===== src/rtl/wide_add_sequencer.sv =====
// Multi-cycle wide adder/subtractor: one WIDTH-bit lookahead adder is reused
// over WORDS slices, least significant first, with the carry held in a register.

module carryLookAheadAdder #(
  parameter int WIDTH = 32
) (
  input  logic [WIDTH-1:0] a_i,
  input  logic [WIDTH-1:0] b_i,
  input  logic             cin_i,
  output logic [WIDTH-1:0] sum_o,
  output logic             cout_o,
  output logic             ovf_o
);

  logic [WIDTH-1:0] gen;
  logic [WIDTH-1:0] prop;
  logic [WIDTH:0]   carry;

  // Carries are resolved in 4-bit lookahead groups; each group sees the
  // carry entering its lowest bit.
  function automatic logic [WIDTH:0] lookahead(input logic [WIDTH-1:0] g,
                                               input logic [WIDTH-1:0] p,
                                               input logic             ci);
    logic [WIDTH:0] cv;
    logic           term;
    logic           run;
    cv    = '0;
    cv[0] = ci;
    for (int i = 0; i < WIDTH; i++) begin
      term = g[i];
      run  = p[i];
      for (int m = i - 1; m >= (i / 4) * 4; m--) begin
        term = term | (run & g[m]);
        run  = run & p[m];
      end
      cv[i+1] = term | (run & cv[(i / 4) * 4]);
    end
    return cv;
  endfunction

  assign gen    = a_i & b_i;
  assign prop   = a_i ^ b_i;
  assign carry  = lookahead(gen, prop, cin_i);
  assign sum_o  = prop ^ carry[WIDTH-1:0];
  assign cout_o = carry[WIDTH];
  assign ovf_o  = carry[WIDTH] ^ carry[WIDTH-1];

endmodule

module wide_add_sequencer #(
  parameter int WIDTH = 32,
  parameter int WORDS = 4
) (
  input  logic                   clk,
  input  logic                   rst,
  input  logic                   start,
  input  logic                   sub,
  input  logic [WIDTH*WORDS-1:0] a,
  input  logic [WIDTH*WORDS-1:0] b,
  output logic                   busy,
  output logic                   done,
  output logic [WIDTH*WORDS-1:0] sum,
  output logic                   cout,
  output logic                   overflow
);

  localparam int N  = WIDTH * WORDS;
  localparam int KW = $clog2(WORDS);
  localparam logic [KW-1:0] K_LAST = KW'(WORDS - 1);

  typedef enum logic [1:0] {IDLE, RUN, DONE} state_t;

  state_t         state_q, state_d;
  logic [KW-1:0]  k_q, k_d;
  logic [N-1:0]   a_q, a_d;
  logic [N-1:0]   b_q, b_d;
  logic           carry_q, carry_d;
  logic [N-1:0]   sum_q, sum_d;
  logic           cout_q, cout_d;
  logic           ovf_q, ovf_d;

  logic [31:0]      base;
  logic [WIDTH-1:0] add_sum;
  logic             add_cout;
  logic             add_ovf;

  assign base = 32'(k_q) * 32'(WIDTH);

  // b_q already holds the inverted operand for subtraction.
  carryLookAheadAdder #(.WIDTH(WIDTH)) u_cla (
    .a_i    (a_q[base +: WIDTH]),
    .b_i    (b_q[base +: WIDTH]),
    .cin_i  (carry_q),
    .sum_o  (add_sum),
    .cout_o (add_cout),
    .ovf_o  (add_ovf)
  );

  always_comb begin
    state_d = state_q;
    k_d     = k_q;
    a_d     = a_q;
    b_d     = b_q;
    carry_d = carry_q;
    sum_d   = sum_q;
    cout_d  = cout_q;
    ovf_d   = ovf_q;
    case (state_q)
      IDLE: begin
        if (start) begin
          a_d     = a;
          b_d     = sub ? ~b : b;
          carry_d = sub;
          k_d     = '0;
          sum_d   = '0;
          state_d = RUN;
        end
      end
      RUN: begin
        sum_d[base +: WIDTH] = add_sum;
        carry_d              = add_cout;
        k_d                  = k_q + KW'(1);
        if (k_q == K_LAST) begin
          cout_d  = add_cout;
          ovf_d   = add_ovf;
          k_d     = '0;
          state_d = DONE;
        end
      end
      DONE: begin
        state_d = IDLE;
      end
      default: begin
        state_d = IDLE;
      end
    endcase
  end

  always_ff @(posedge clk) begin
    if (rst) begin
      state_q <= IDLE;
      k_q     <= '0;
      a_q     <= '0;
      b_q     <= '0;
      carry_q <= 1'b0;
      sum_q   <= '0;
      cout_q  <= 1'b0;
      ovf_q   <= 1'b0;
    end else begin
      state_q <= state_d;
      k_q     <= k_d;
      a_q     <= a_d;
      b_q     <= b_d;
      carry_q <= carry_d;
      sum_q   <= sum_d;
      cout_q  <= cout_d;
      ovf_q   <= ovf_d;
    end
  end

  assign busy     = (state_q != IDLE);
  assign done     = (state_q == DONE);
  assign sum      = sum_q;
  assign cout     = cout_q;
  assign overflow = ovf_q;

endmodule


===== config.mk =====
export PLATFORM = sky130hd
export DESIGN_NAME = wide_add_sequencer
export DESIGN_NICKNAME = d
export VERILOG_FILES = /design/src/rtl/wide_add_sequencer.sv
export SDC_FILE = /design/constraint.sdc
export NUM_CORES = 1
export LEC_CHECK = 0
export ABC_AREA = 1
export CORE_ASPECT_RATIO = 1.4
export CORE_MARGIN = 4
export CORE_UTILIZATION = 40
export CTS_BUF_LIST = sky130_fd_sc_hd__clkbuf_16
export DETAILED_ROUTE_END_ITERATION = 16
export PLACE_DENSITY_LB_ADDON = 0.05
export SLEW_MARGIN = 5
export SYNTH_ARGS = -nofsm -noshare
export SYNTH_HDL_FRONTEND = slang
export SYNTH_SLANG_ARGS = --single-unit

===== constraint.sdc =====
create_clock -name clk -period 5 [get_ports clk]
set_input_delay 0.5 -clock clk [delete_from_list [all_inputs] [get_ports clk]]
set_output_delay 0.5 -clock clk [all_outputs]
set_load 0.03 [all_outputs]

==> flow_summary.toml <==
[drt]
via_per_inst = 5.194
vias = 16640
dr.pass1.iters = 5
wl_um = 59560
drt_iter0_drc = 1022
wire_per_inst_um = 18.59
drc = 0
drtAntennaViolNets = 0

[logic_synthesis]
syn_inst = 2348
ys.warnings.count = 0
synth_nets = 2652
seq_area_frac_synth_pct = 43.92
synth_top_area_share_pct = 43.92
syn-cell-area_um2 = 17820
synth_top_area_cell = "dfxtp_1"
synth_cell_type_count = 32
syn_area_per_cell_um2 = 7.590
ys_ff_latch = 391
synth.top_cells.by_area = "dfxtp_1 44%, nor2_1 12%, o21ai_0 7.4%"

[final_layout]
drive_gt1_share_pct = 4.614
final_util_pct = 52.89
nNetsFinal = 2917
final_area_um2 = 23300
area_delta_synth_final_pct = 30.77

[clock_tree]
cts_resized = 0
cts-buffers-inserted = 41
cts_max_path_buffers = 3
cts_setup_buffers = 0
postCtsHoldBufs = 0
clk_pin_slew_ns = 0.06
cts_root_buf = "clkbuf_16"
htreeDepth = 2
clkLatencyLatePin_ns = 0.56
cts.sinks = 391
cts_tree = "done"

[floorplan]
core_region_area_um2 = 44060
fp-row-count = 91
die_h_um = 257.7
dieWidth_um = 186.4
io_pins = 392
start_util_pct = 40.44
die-area_um2 = 48040

[grt]
grt_use_total_pct = 23.58
antenna_found_initial = 3
overflow = 0
grt_pass1_vias = 16240
grt_pass1_wl_um = 91490
grt_max_degree = 140

[power]
power_w = 0.008518
p_leak_nw = 8.740
irDropWorstVdd_mv = 0.2355
p_per_area_nw_per_um2 = 365.5

[timing]
rsz0062_at_grt = "false"
max_clock_freq_mhz = 223.4
whs_ns = 0.4627
setup_viol = 0
finalMaxSlewViolations = 0
finClkSkew_ns = 0.01555
hold_viol_final = 0
relSlewSlack_pct = 21.68
finalCriticalPeriod_ns = 4.477
finalSetupTns_ns = 0
tightestPinTransition_ns = 1.174
fin_crit_sh_pct = 89.54

[worst_hold_path]
worstHoldStart = "sum[38]"
min_to = "sum[38]"
min_path_cells = 2
hp-class = "reg -> reg"

[critical_path]
r2r_end = "sum[125]"
cp_common_cell = "nand2_4"
regToRegStartpoint = "k_q[1]"
r2r_cells = 18
cpMaxStageDelayCell = "inv_2"
crit_path_end_kind = "flop"
cp_data_arrival_time_ns = 4.88
crit_type = "reg -> reg"
start_kind = "flop"
path_cells = "inv_2 > buf_4 > o21ai_0 > o22ai_1 > ha_1 > a21oi_1 > o21ai_0 > a21oi_1 > nand2_4 > nand2_4 > nand2_4 > nand2_4 > nand2_4 > fa_1 > xnor2_1 > nor3_1 > a22oi_1 > nor2_1"
reg2reg_slack_ns = 0.52
cp_max_fo = 36
cpPeakStageDelay_ns = 0.57
critPathLaunch = "k_q[1]"
cp.required_ns = 5.40

[placement]
port_buffers = 391
finalWeightedCongestion = 0.8404
hpwl_um = 42440
place_area_um2 = 21950

[run_status]
status = "completed"

[run]
drv_cap = 0
## per-stage QoR
step	instances	setup WS, ns
2_1_floorplan	2348	1.484
4_1_cts	3202	0.5351
3_5_place_dp	3128	0.5622
3_3_place_gp	3128	0.5898
6_report	3204	0.5228
5_1_grt	3202	0.1787
## cells in the mapped netlist, drive strengths merged
cell type and instances:
nor2 565, dfxtp 391, nand2 269, o21ai 262, clkbuf 178, xnor2 139
a211oi 130, a21oi 125, o22ai 64, inv 55, nand3 51, ha 36
nor3 24, a22oi 16, buf 13, nand4 9, fa 8, xor2 4
a21o 3, a31oi 2, a221oi 1, clkinv 1, o21a 1, or2 1
## cells in the final DEF (no fill, tap or decap), types with 50 or more instances in the layout
| cell | netlist | final |
|---|---|---|
| nor2_1 | 565 | 563 |
| dfxtp_1 | 391 | 389 |
| clkdlybuf4s50_1 | 0 | 389 |
| o21ai_0 | 262 | 262 |
| nand2_1 | 247 | 246 |
| xnor2_1 | 139 | 139 |
| a211oi_1 | 130 | 130 |
| a21oi_1 | 124 | 124 |
| o22ai_1 | 64 | 64 |
| inv_1 | 53 | 60 |
| nand3_1 | 50 | 50 |
## kinds of logic (layout without fill, tap and decap cells)
| kind of cell | after synthesis | in the layout | synth area share, % |
|---|---|---|---|
| DFF | 391 | 391 | 43.92 |
| AOI/OAI and AO/OA | 604 | 604 | 19.57 |
| buffers and inverters | 247 | 543 | 5.266 |
| xor gates and xnor gates | 143 | 143 | 7.112 |
| adders and majority gates | 44 | 44 | 3.426 |
| other | 0 | 2 | 0 |
| and+or+nand+nor | 919 | 919 | 20.70 |
## worst max-delay path by stage
stage,end,slack (ns),depth (start not counted)
6_report,sum[125],0.52,18
5_1_grt,sum[61],0.18,18
4_1_cts,sum[125],0.54,18
3_5_place_dp,sum[61],0.56,18
3_3_place_gp,sum[61],0.59,18
2_1_floorplan,sum[124],1.48,27
## cell type report
class | count | area, um^2
Clock buffer | 43 | 1076
Tap cell | 558 | 698.2
Timing Repair Buffer | 413 | 4121
Antenna cell | 2 | 5.005
Multi-Input combinational cell | 1710 | 9077
Clock inverter | 31 | 270.3
Inverter | 56 | 224.0
Fill cell | 4259 | 20760
Sequential cell | 391 | 7833
## critical path: cells and delay by family (launching register included)
kind / cells / cell delay (ns)
compound gates: 6 / 1.29
fa+ha+maj: 2 / 0.73
xor+xnor: 1 / 0.23
simple gates: 7 / 0.55
buf+inv: 2 / 1.03
flops: 1 / 0.45
## sequential cells by signal, summed over array words and instances (netlist names)
name,count
state_q,2
b_q,128
carry_q,1
k_q,2
overflow,1
sum,128
a_q,128
cout,1
## per-layer routing
layer  vias to the layer above  routed length [um]  global-route usage (%)
met5                         -                  13                       0
met4                         2                2056                   8.261
met3                       107                3201                   4.286
met2                       488               28890                   41.05
met1                      7681               25400                   29.45
li1                       8364                   -                       -
## power breakdown
part           switching (W)  internal (W)
sequential          0.000129       0.00333
combinational        0.00123      0.000738
clock                0.00129       0.00181
Note: power is estimated with default switching activity, not from simulation.
